<file path="config.mk">
export PLATFORM = sky130hd
export DESIGN_NAME = ps2_scan_capture
export DESIGN_NICKNAME = d
export VERILOG_FILES = /design/src/rtl/ps2_scan_capture.sv
export SDC_FILE = /design/constraint.sdc
export NUM_CORES = 1
export LEC_CHECK = 0
export CAP_MARGIN = 40
export CORE_UTILIZATION = 60
export CTS_CLUSTER_DIAMETER = 30
export DETAILED_ROUTE_END_ITERATION = 10
export PLACE_DENSITY = 0.93
export SYNTH_ARGS = -nofsm -noshare
export SYNTH_HDL_FRONTEND = slang
export SYNTH_SLANG_ARGS = --single-unit
</file>
<file path="constraint.sdc">
create_clock -name clk -period 6.1 [get_ports clk]
set_input_delay 0.61 -clock clk [delete_from_list [all_inputs] [get_ports clk]]
set_output_delay 0.61 -clock clk [all_outputs]
set_load 0.02 [all_outputs]
</file>
<file path="src/rtl/ps2_scan_capture.sv">
// PS/2 keyboard receiver: synchronises the device-clocked 11-bit frames, decodes
// F0/E0 prefixes and publishes a packed 32-bit status word for the memory map.
module ps2_scan_capture #(
  parameter int TIMEOUT_CYCLES = 50000,
  parameter int SYNC_STAGES    = 2
) (
  input  logic        clk,
  input  logic        reset,
  input  logic        ps2_clk,
  input  logic        ps2_data,
  input  logic        err_clr,
  output logic [31:0] dataForPS2,
  output logic        code_strobe
);

  localparam int TW = $clog2(TIMEOUT_CYCLES);

  typedef enum logic [1:0] {
    S_IDLE,
    S_DATA,
    S_PARITY,
    S_STOP
  } state_t;

  logic [SYNC_STAGES-1:0] clk_sync, data_sync;
  logic                   clk_prev;
  logic                   fall, bit_in;

  state_t         state, state_n;
  logic [7:0]     shreg, shreg_n;
  logic [2:0]     bitcnt, bitcnt_n;
  logic           par_bit, par_n;
  logic [TW-1:0]  tcnt;
  logic           timeout;
  logic           accept, perr_set, ferr_set;

  logic           acc_valid;
  logic [7:0]     acc_byte;

  logic [7:0]     last_code, prev_code, evt_cnt;
  logic           flag_brk, flag_ext, pend_brk, pend_ext, perr, ferr;

  // NOTE: every clocked process uses non-blocking (<=) so all flops update
  // from the same pre-edge values; blocking here would reorder the pipeline.
  always_ff @(posedge clk or negedge reset) begin
    if (!reset) begin
      clk_sync  <= '0;
      data_sync <= '0;
      clk_prev  <= 1'b0;
    end else begin
      clk_sync  <= {clk_sync[SYNC_STAGES-2:0], ps2_clk};
      data_sync <= {data_sync[SYNC_STAGES-2:0], ps2_data};
      clk_prev  <= clk_sync[SYNC_STAGES-1];
    end
  end

  assign fall    = clk_prev & ~clk_sync[SYNC_STAGES-1];
  assign bit_in  = data_sync[SYNC_STAGES-1];
  assign timeout = (state != S_IDLE) && !fall && (tcnt == TW'(TIMEOUT_CYCLES - 1));

  always_ff @(posedge clk or negedge reset) begin
    if (!reset) begin
      state   <= S_IDLE;
      shreg   <= '0;
      bitcnt  <= '0;
      par_bit <= 1'b0;
      tcnt    <= '0;
    end else begin
      state   <= state_n;
      shreg   <= shreg_n;
      bitcnt  <= bitcnt_n;
      par_bit <= par_n;
      tcnt    <= (state == S_IDLE || fall) ? '0 : tcnt + TW'(1);
    end
  end

  // NOTE: every variable gets a default before the case so no path leaves
  // one unassigned, which would otherwise infer a latch.
  always_comb begin
    state_n  = state;
    shreg_n  = shreg;
    bitcnt_n = bitcnt;
    par_n    = par_bit;
    accept   = 1'b0;
    perr_set = 1'b0;
    ferr_set = 1'b0;
    if (timeout) begin
      state_n  = S_IDLE;
      ferr_set = 1'b1;
    end else if (fall) begin
      case (state)
        S_IDLE: begin
          if (!bit_in) begin
            state_n  = S_DATA;
            bitcnt_n = '0;
          end
        end
        S_DATA: begin
          shreg_n  = {bit_in, shreg[7:1]};
          bitcnt_n = bitcnt + 3'd1;
          if (bitcnt == 3'd7) state_n = S_PARITY;
        end
        S_PARITY: begin
          par_n   = bit_in;
          state_n = S_STOP;
        end
        S_STOP: begin
          state_n  = S_IDLE;
          ferr_set = !bit_in;
          perr_set = !(^{shreg, par_bit});
          accept   = bit_in && (^{shreg, par_bit});
        end
        default: state_n = S_IDLE;
      endcase
    end
  end

  always_ff @(posedge clk or negedge reset) begin
    if (!reset) begin
      acc_valid <= 1'b0;
      acc_byte  <= '0;
    end else begin
      acc_valid <= accept;
      if (accept) acc_byte <= shreg;
    end
  end

  // Prefix bytes only arm flags; a non-prefix byte publishes and consumes them.
  always_ff @(posedge clk or negedge reset) begin
    if (!reset) begin
      last_code   <= '0;
      prev_code   <= '0;
      evt_cnt     <= '0;
      flag_brk    <= 1'b0;
      flag_ext    <= 1'b0;
      pend_brk    <= 1'b0;
      pend_ext    <= 1'b0;
      perr        <= 1'b0;
      ferr        <= 1'b0;
      code_strobe <= 1'b0;
    end else begin
      code_strobe <= 1'b0;
      perr        <= perr_set | (perr & ~err_clr);
      ferr        <= ferr_set | (ferr & ~err_clr);
      if (acc_valid) begin
        if (acc_byte == 8'hF0) begin
          pend_brk <= 1'b1;
        end else if (acc_byte == 8'hE0) begin
          pend_ext <= 1'b1;
        end else begin
          prev_code   <= last_code;
          last_code   <= acc_byte;
          evt_cnt     <= evt_cnt + 8'd1;
          flag_brk    <= pend_brk;
          flag_ext    <= pend_ext;
          pend_brk    <= 1'b0;
          pend_ext    <= 1'b0;
          code_strobe <= 1'b1;
        end
      end
    end
  end

  assign dataForPS2 = {4'b0000, ferr, perr, flag_ext, flag_brk, evt_cnt, prev_code, last_code};

endmodule
</file>
### Yosys cells after proc, flatten, opt, wreduce, memory -nomap -nowiden

Cells that the tools add are included.

* register bits after elaboration: 75
* output and inout bits: 33
* word-level logic and storage cells: 86
* input bits: 5

* $add $sub $neg: 3
* equality and inequality tests: 11
* reduce and logical (&&, ||, !) cells: 19
* mux-type cells: 23
* bitwise logic cells: 10

Operators with widths (count)
* 16-bit by 1-bit adder with 16-bit output, second input constant: 1
* 16-bit equality test, second input constant: 1
* 8-bit equality test, second input constant: 2
* 16-bit 2-to-1 mux: 1
* 1-bit 2-to-1 mux: 15
* 3-bit AND reduction: 4
* 9-bit XOR reduction: 1
* 8-bit by 1-bit adder with 8-bit output, second input constant: 1
* 2-bit 2-to-1 mux: 4
* 2-bit one-hot mux with 4 select lines: 1
* 3-bit != test, second input constant: 2
* 3-bit one-hot mux with 2 select lines: 1
* 2-bit nonzero test: 3
* 1-bit NOT: 5
* 2-bit equality test, second input constant: 2
* 2-bit != test, second input constant: 2
* 2-bit AND reduction: 2
* 4-bit AND reduction: 1
* 3-bit by 1-bit adder with 3-bit output, second input constant: 1
* 1-bit AND: 3
* 3-bit equality test, second input constant: 1
* 1-bit logical AND: 3
* 1-bit zero test: 3
* 3-bit 2-to-1 mux: 1
* 4 further kinds: 5

### Depth between registers and ports, before layout

Gate-level depths: netlist of the first run.

* depth after elaboration: 7
* mapped depth: 7
* depth with buffers taken out: 6

### Least setup slack after synthesis of the first run

OpenSTA, ideal clock, no wires.

* kind: reg2reg
* from: register state[0]
* to: register state[1]
* slack: 4.154 ns
* stages on the path, launching flop included: 8
* data arrival time: 1.825 ns
* data required time: 5.978 ns
* period minus slack after synthesis: 1.946 ns
* library setup time: 0.122 ns
* buffers on the path: 1
* cell sequence: dfrtp_1 inv_1 ha_1 or2_2 clkbuf_1 nor4_1 o21ai_0 a32o_1

* cells in the longest elaborated chain, start to end: 5
* elaborated cells on any way between the ends: 14
* those cells by class: eq/ne: 5; mux: 3; reduce/logical: 6

Ends and longest elaborated chain
* start: declaration: RTL line 29 `state_t state, state_n;`
* start signal: assignment: RTL line 69 `state <= state_n;`
* branches (longest 5 deep; another with 2-bit one-hot mux with 4 select lines)

Parallel ways; which one is timed is not known. The select of a mux whose other input is x is not followed.
A chain may end at the register's enable or synchronous reset.

### Worst setup path in the final report of the first run

Same ends and word-level chain as after synthesis.

==> results.yml, run 1 <==
clocking:
  worst_skew_pair.late_latency_ns: 0.35
  clock_tree.root_cell: "sky130_fd_sc_hd__clkbuf_8"
  tritoncts: "yes"
  clk_transition_reported_paths_ns: 0.08
  cts_buffer_depth: 2
  cts_num_sinks: 75
  cts_buffers: 9
  postCtsResizedCells: 0
  number_of_hold_buffers_added_after_cts: 0
  number_of_h_tree_levels: 3
  cts.repair_timing.setup_buffer_count: 0
sta:
  period_share_pct: 35.8
  hold_ws_ns: 0.254
  fin_ws_ns: 3.92
  grt_setup_unrepaired: "no"
  max_freq_mhz: 458
  final_period_minus_worst_setup_slack_ns: 2.18
  drv_slew: 0
  fin_tns_setup_ns: 0
  slew_headroom_pct: 49.3
  setup_viol: 0
  hold_violations: 0
  max_slew.worst_pin.slew_ns: 0.759
  fin_worst_skew_ns: 0.00968
route:
  dr.pass1.iters: 4
  routed-via-count: 2269
  wl_um: 6090
  remaining_drc_errors: 0
  vias_per_cell: 5.45
  wl_per_cell_um: 14.6
  drt-initial-drc-count: 182
  antenna_left: 0
layout:
  layout.core_utilization_pct: 74.9
  final_nets: 355
  layoutNonFillerInstCount: 416
  areaGrowthSynthToFinish_pct: 18.1
  drive_gt1_share_pct: 11.0
  antenna-diode-count: 0
  stdcell_area_um2: 3870
  most_common_library_cell_in_the_layout_ignoring_fill_and_taps: "sky130_fd_sc_hd__dfrtp_1"
  layout_common_cells: "75 x sky130_fd_sc_hd__dfrtp_1, 72 x sky130_fd_sc_hd__nand2_1, 32 x sky130_fd_sc_hd__clkdlybuf4s50_1"
  fillCellCount: 339
global_route:
  grt-busiest-layer: "met2"
  grt_overflow: 0
  grt_pass1_wl_um: 10800
  global_route.usage.total_pct: 24.3
  gr-usage-met2_pct: 40.5
  grt_antenna_before_repair: 0
  grt_util_met3_pct: 6.99
  grt_use_met1_pct: 31.0
  grt_max_degree: 50
  first_global_vias: 2256
min_path:
  hp-class: "in2async"
logic_synthesis:
  syn_avg_cell_area_um2: 10.7
  yosysWarnings: 0
  yosysSeqAreaShare_pct: 57.2
  synthesis.instances: 307
  synth.distinct_cells: 38
  ys_ff_latch: 75
  netlist_area_um2: 3280
floorplanning:
  die_area_um2: 5770
  initial_utilization_pct: 63.4
  fp-row-count: 26
  boundaryPins: 38
  core_um2: 5170
  die_h_um: 75.9
  die_x_um: 75.9
worst_setup_path:
  critPathCaptureType: "flip-flop"
  worstSetupStartpointType: "flip-flop"
  worst-endpoint-arrival_ns: 2.42
  timing.critical_path.max_delay_family: "simple AND/OR/NAND/NOR gates"
  path_cells: "inv_1 > ha_1 > or2_2 > nor4_1 > o21ai_0 > a32o_1"
  critPathMaxFanout: 17
  crit_path_top_delay_cell: "sky130_fd_sc_hd__or2_2"
  cpPeakStageDelay_ns: 0.46
  worst-endpoint-required_ns: 6.34
  worst-setup-path-type: "reg2reg"
  critPathBufInv: 1
place:
  post-place-cells: 400
  placedInstanceArea_um2: 3670
  hpwl_um: 4140
  finalWeightedCongestion: 0.799
  preCtsSetupSlack_ns: 3.93
  io_buffers: 33
power:
  leakagePower_nw: 1.82
  post-layout-total-power_mw: 1.38
  powerDensity_nw_per_um2: 356
  worst_ir_drop_vdd_mv: 0.273
run_status:
  run_status: "finished, final reports clean"
job:
  cap_violations: 0
-- flip-flops by register name, summed over array words and instances, names as in the netlist, 2 cells and up --
signal / flops
tcnt: 16
acc_byte: 8
evt_cnt: 8
last_code: 8
prev_code: 8
shreg: 8
bitcnt: 3
clk_sync: 2
data_sync: 2
state: 2
-- routing by layer --
layer | vias to the layer above | wire length (um)
li1 | 1075 | -
met1 | 1130 | 2660
met2 | 52 | 3110
met3 | 12 | 218
met4 | 0 | 95
met5 | - | 0
-- area by class of cell --
type	instances	area (um^2)	share of cell area (%)
sequential	75	1880	48.4
multi-input combinational	209	1300	33.5
timing repair buffer	36	372	9.59
clock buffer	10	138	3.55
tap	70	87.6	2.26
clock inverter	6	65.1	1.68
inverter	10	37.5	0.969
-- final timing paths --
kind | cells past startpoint | to | slack, ns | startpoint
min reg2reg | 0 | clk_sync[1] | 0.36 | clk_sync[0]
min in group clk | 0 | clk_sync[1] | 0.36 | clk_sync[0]
min | 2 | evt_cnt[7] | 0.25 | reset
max reg2reg | 6 | state[1] | 3.92 | state[0]
max | 6 | state[1] | 3.92 | state[0]
max in group asynchronous | 3 | shreg[3] | 5.30 | reset
-- Yosys cell counts (all sizes together) --
library cell	number	area, um^2
dfrtp	75	1880
nor3b	2	15.0
a211oi	1	7.51
nor4	1	6.26
nor4b	2	17.5
xnor2	19	174
ha	9	113
clkbuf	8	30.0
nand4	8	50.1
inv	10	37.5
a41oi	1	8.76
a32o	1	10.0
xor2	9	78.8
a31oi	1	6.26
a211o	1	8.76
nand3	9	45.0
conb	1	3.75
nor2	23	86.3
o2bb2ai	2	17.5
mux2	13	146
o31ai	1	7.51
and3	2	12.5
and4	2	17.5
o41ai	1	16.3
nand4b	1	8.76
a21boi	1	7.51
buf	8	60.1
o21ai	11	55.1
nand2	72	270
a21oi	5	25.0
mux2i	1	22.5
and2	1	6.26
or2	1	6.26
nor2b	2	12.5
nand3b	1	7.51
or3	1	6.26
-- power breakdown --
part	total [mW]	leakage (nW)	switching [mW]	internal (mW)
clock	0.382	0.102	0.182	0.200
combinational	0.365	0.708	0.200	0.166
sequential	0.632	1.01	0.0705	0.562
total	1.38	1.82	0.453	0.927
-- cell families after synthesis --
family / count (synthesis) / synth area share (%)
compound gates: 26 / 5.19
xor+xnor: 28 / 7.70
fa+ha+maj: 9 / 3.43
buf+inv: 26 / 3.89
flops: 75 / 57.2
mux: 14 / 5.15
other cells: 1 / 0.114
simple gates: 128 / 17.3
-- worst reg2reg max path, delay by kind of cell (launching register included) --
family          cells  cell delay, ns
compound gates      2            0.42
fa+ha+maj           1            0.28
buf+inv             1            0.11
flops               1            0.42
simple gates        2            0.85
Note: power is estimated with default switching activity, not from simulation.
==> inputs of run 2 (changes only) <==
CORE_UTILIZATION = 55   (was 60)
PLACE_DENSITY = 0.87   (was 0.93)
clock period = 2.2 ns   (was 6.1 ns; I/O delays follow)
==> run 2 against run 1 <==
Compared with the run above:
- worst setup slack got worse by 3.8 ns
- combinational power rose to 2.8 times the previous value
- critical path depth shrank 1
- utilization fell by 6.3 points
- via count shrank 0.44%
- clock power rose by 150%
- global-route usage fell by 3.2 points
- hold slack better by 0.050 ns
- largest power group unchanged
- highest routed layer unchanged
==> results.yml, run 2 (synthesis results as in run 1) <==
floorplanning:
  fp-row-count: 27
  boundaryPins: 38
  die_h_um: 79.2
  initial_utilization_pct: 58.2
  die_x_um: 79.2
  core_um2: 5640
  die_area_um2: 6280
sta:
  grt_setup_unrepaired: "no"
  fin_tns_setup_ns: 0
  drv_slew: 0
  hold_violations: 0
  period_share_pct: 96.2
  fin_worst_skew_ns: 0.00638
  fin_ws_ns: 0.0845
  setup_viol: 0
  max_freq_mhz: 473
  final_period_minus_worst_setup_slack_ns: 2.12
clocking:
  cts_num_sinks: 75
  cts_buffer_depth: 2
  worst_skew_pair.late_latency_ns: 0.35
  clock_tree.root_cell: "sky130_fd_sc_hd__clkbuf_8"
  tritoncts: "yes"
  cts_buffers: 9
  number_of_h_tree_levels: 3
  clk_transition_reported_paths_ns: 0.08
layout:
  largest_reg_by_ff_count: "tcnt"
  areaGrowthSynthToFinish_pct: 18.1
  antenna-diode-count: 0
  drive_gt1_share_pct: 11.7
  layoutNonFillerInstCount: 421
  final_nets: 358
  flip_flop_count_of_the_largest_register_all_copies_and_words_added: 16
  layout_common_cells: "75 x sky130_fd_sc_hd__dfrtp_1, 72 x sky130_fd_sc_hd__nand2_1, 32 x sky130_fd_sc_hd__clkdlybuf4s50_1"
  most_common_library_cell_in_the_layout_ignoring_fill_and_taps: "sky130_fd_sc_hd__dfrtp_1"
worst_setup_path:
  worst-endpoint-arrival_ns: 2.35
  timing.critical_path.max_delay_family: "multiplexers"
  worst-endpoint-required_ns: 2.43
  critPathBufInv: 0
  critPathMaxFanout: 8
  worst-setup-path-type: "reg2reg"
  cpPeakStageDelay_ns: 0.46
  timing.critical_path.mode_cell: "sky130_fd_sc_hd__xnor2_1"
  crit_path_top_delay_cell: "sky130_fd_sc_hd__mux2i_4"
  critPathCaptureType: "flip-flop"
  reg2reg_slack_ns: 0.08
  path_cells: "xnor2_1 > xnor2_1 > xnor2_2 > mux2i_4 > mux2_2"
  worstSetupStartpointType: "flip-flop"
global_route:
  first_global_vias: 2224
  grt_overflow: 0
  global_route.usage.total_pct: 21.1
  grt_max_degree: 63
  grt_antenna_before_repair: 0
  grt_pass1_wl_um: 10000
place:
  finalWeightedCongestion: 0.825
  hpwl_um: 3960
  post-place-cells: 404
  preCtsSetupSlack_ns: 0.117
  io_buffers: 33
min_path:
  hp-class: "in2async"
power:
  worst_ir_drop_vdd_mv: 0.507
  leakagePower_nw: 1.81
  powerDensity_nw_per_um2: 965
route:
  wl_per_cell_um: 13.9
  remaining_drc_errors: 0
  antenna_left: 0
  vias_per_cell: 5.37
  drt-initial-drc-count: 101
  wl_um: 5850
  routed-via-count: 2259
  dr.pass1.iters: 4
job:
  cap_violations: 0
run_status:
  run_status: "finished, final reports clean"
run 2: cell count changes in the layout (fill, tap and decap cells not counted), sizes merged:
cell / before / now
bufinv: 1 / 0
clkinv: 4 / 3
buf: 4 / 6
dlygate4sd3: 0 / 1
clkinvlp: 1 / 3
run 2: timing repair:
action | in CTS | in global routing
setup endpoints to repair | 0 | 2
buffers inserted | 0 | 0
hold endpoints to repair | 13 | 0
hold buffers | 1 | 0
resized for setup | 0 | 1
run 2: worst register-to-register path, cell delays in order (launching register included):
cell and delay (ns):
sky130_fd_sc_hd__dfrtp_1 0.43, sky130_fd_sc_hd__xnor2_1 0.23, sky130_fd_sc_hd__xnor2_1 0.14, sky130_fd_sc_hd__xnor2_2 0.37, sky130_fd_sc_hd__mux2i_4 0.46, sky130_fd_sc_hd__mux2_2 0.38
run 2: per-stage QoR:
| stage | power, mW | hold WS, ns | area, um^2 | util [%] |
|---|---|---|---|---|
| 2_1_floorplan | 2.51 | -0.0756 | 3290 | - |
| 3_3_place_gp | 2.73 | 0.139 | 3680 | 65.2 |
| 3_5_place_dp | 2.80 | 0.147 | 3680 | 65.2 |
| 4_1_cts | 3.77 | 0.297 | 3870 | 68.6 |
| 5_1_grt | 3.96 | 0.304 | 3870 | 68.7 |
| 6_report | 3.74 | 0.304 | 3870 | 68.7 |
run 2: final cells by class:
type	instances	area (um^2)
Timing Repair Buffer	39	385
Sequential cell	75	1880
Tap cell	72	90.1
Multi-Input combinational cell	209	1310
Inverter	10	37.5
Fill cell	422	1770
Clock buffer	10	138
Clock inverter	6	41.3
run 2: worst paths after layout:
kind	start	endpoint	cells past startpoint
max in group asynchronous	reset	data_sync[1]	3
hold / removal	reset	evt_cnt[7]	2
hold reg to reg	clk_sync[0]	clk_sync[1]	0
min in group clk	ps2_data	data_sync[0]	1
setup / recovery	shreg[2]	acc_byte[6]	5
setup reg to reg	shreg[2]	acc_byte[6]	5
run 2: power by group:
group	switching, mW	internal (mW)	total [mW]
clock	0.515	0.437	0.952
combinational	0.564	0.474	1.04
sequential	0.190	1.56	1.75
run 2: layer usage:
layer  wire [um]  track usage (%)  vias to the layer above
li1            -                -                     1085
met1        2590             27.4                     1110
met2        2940             34.2                       56
met3         236             5.17                        8
met4          86             8.36                        0
met5           0                0                        -
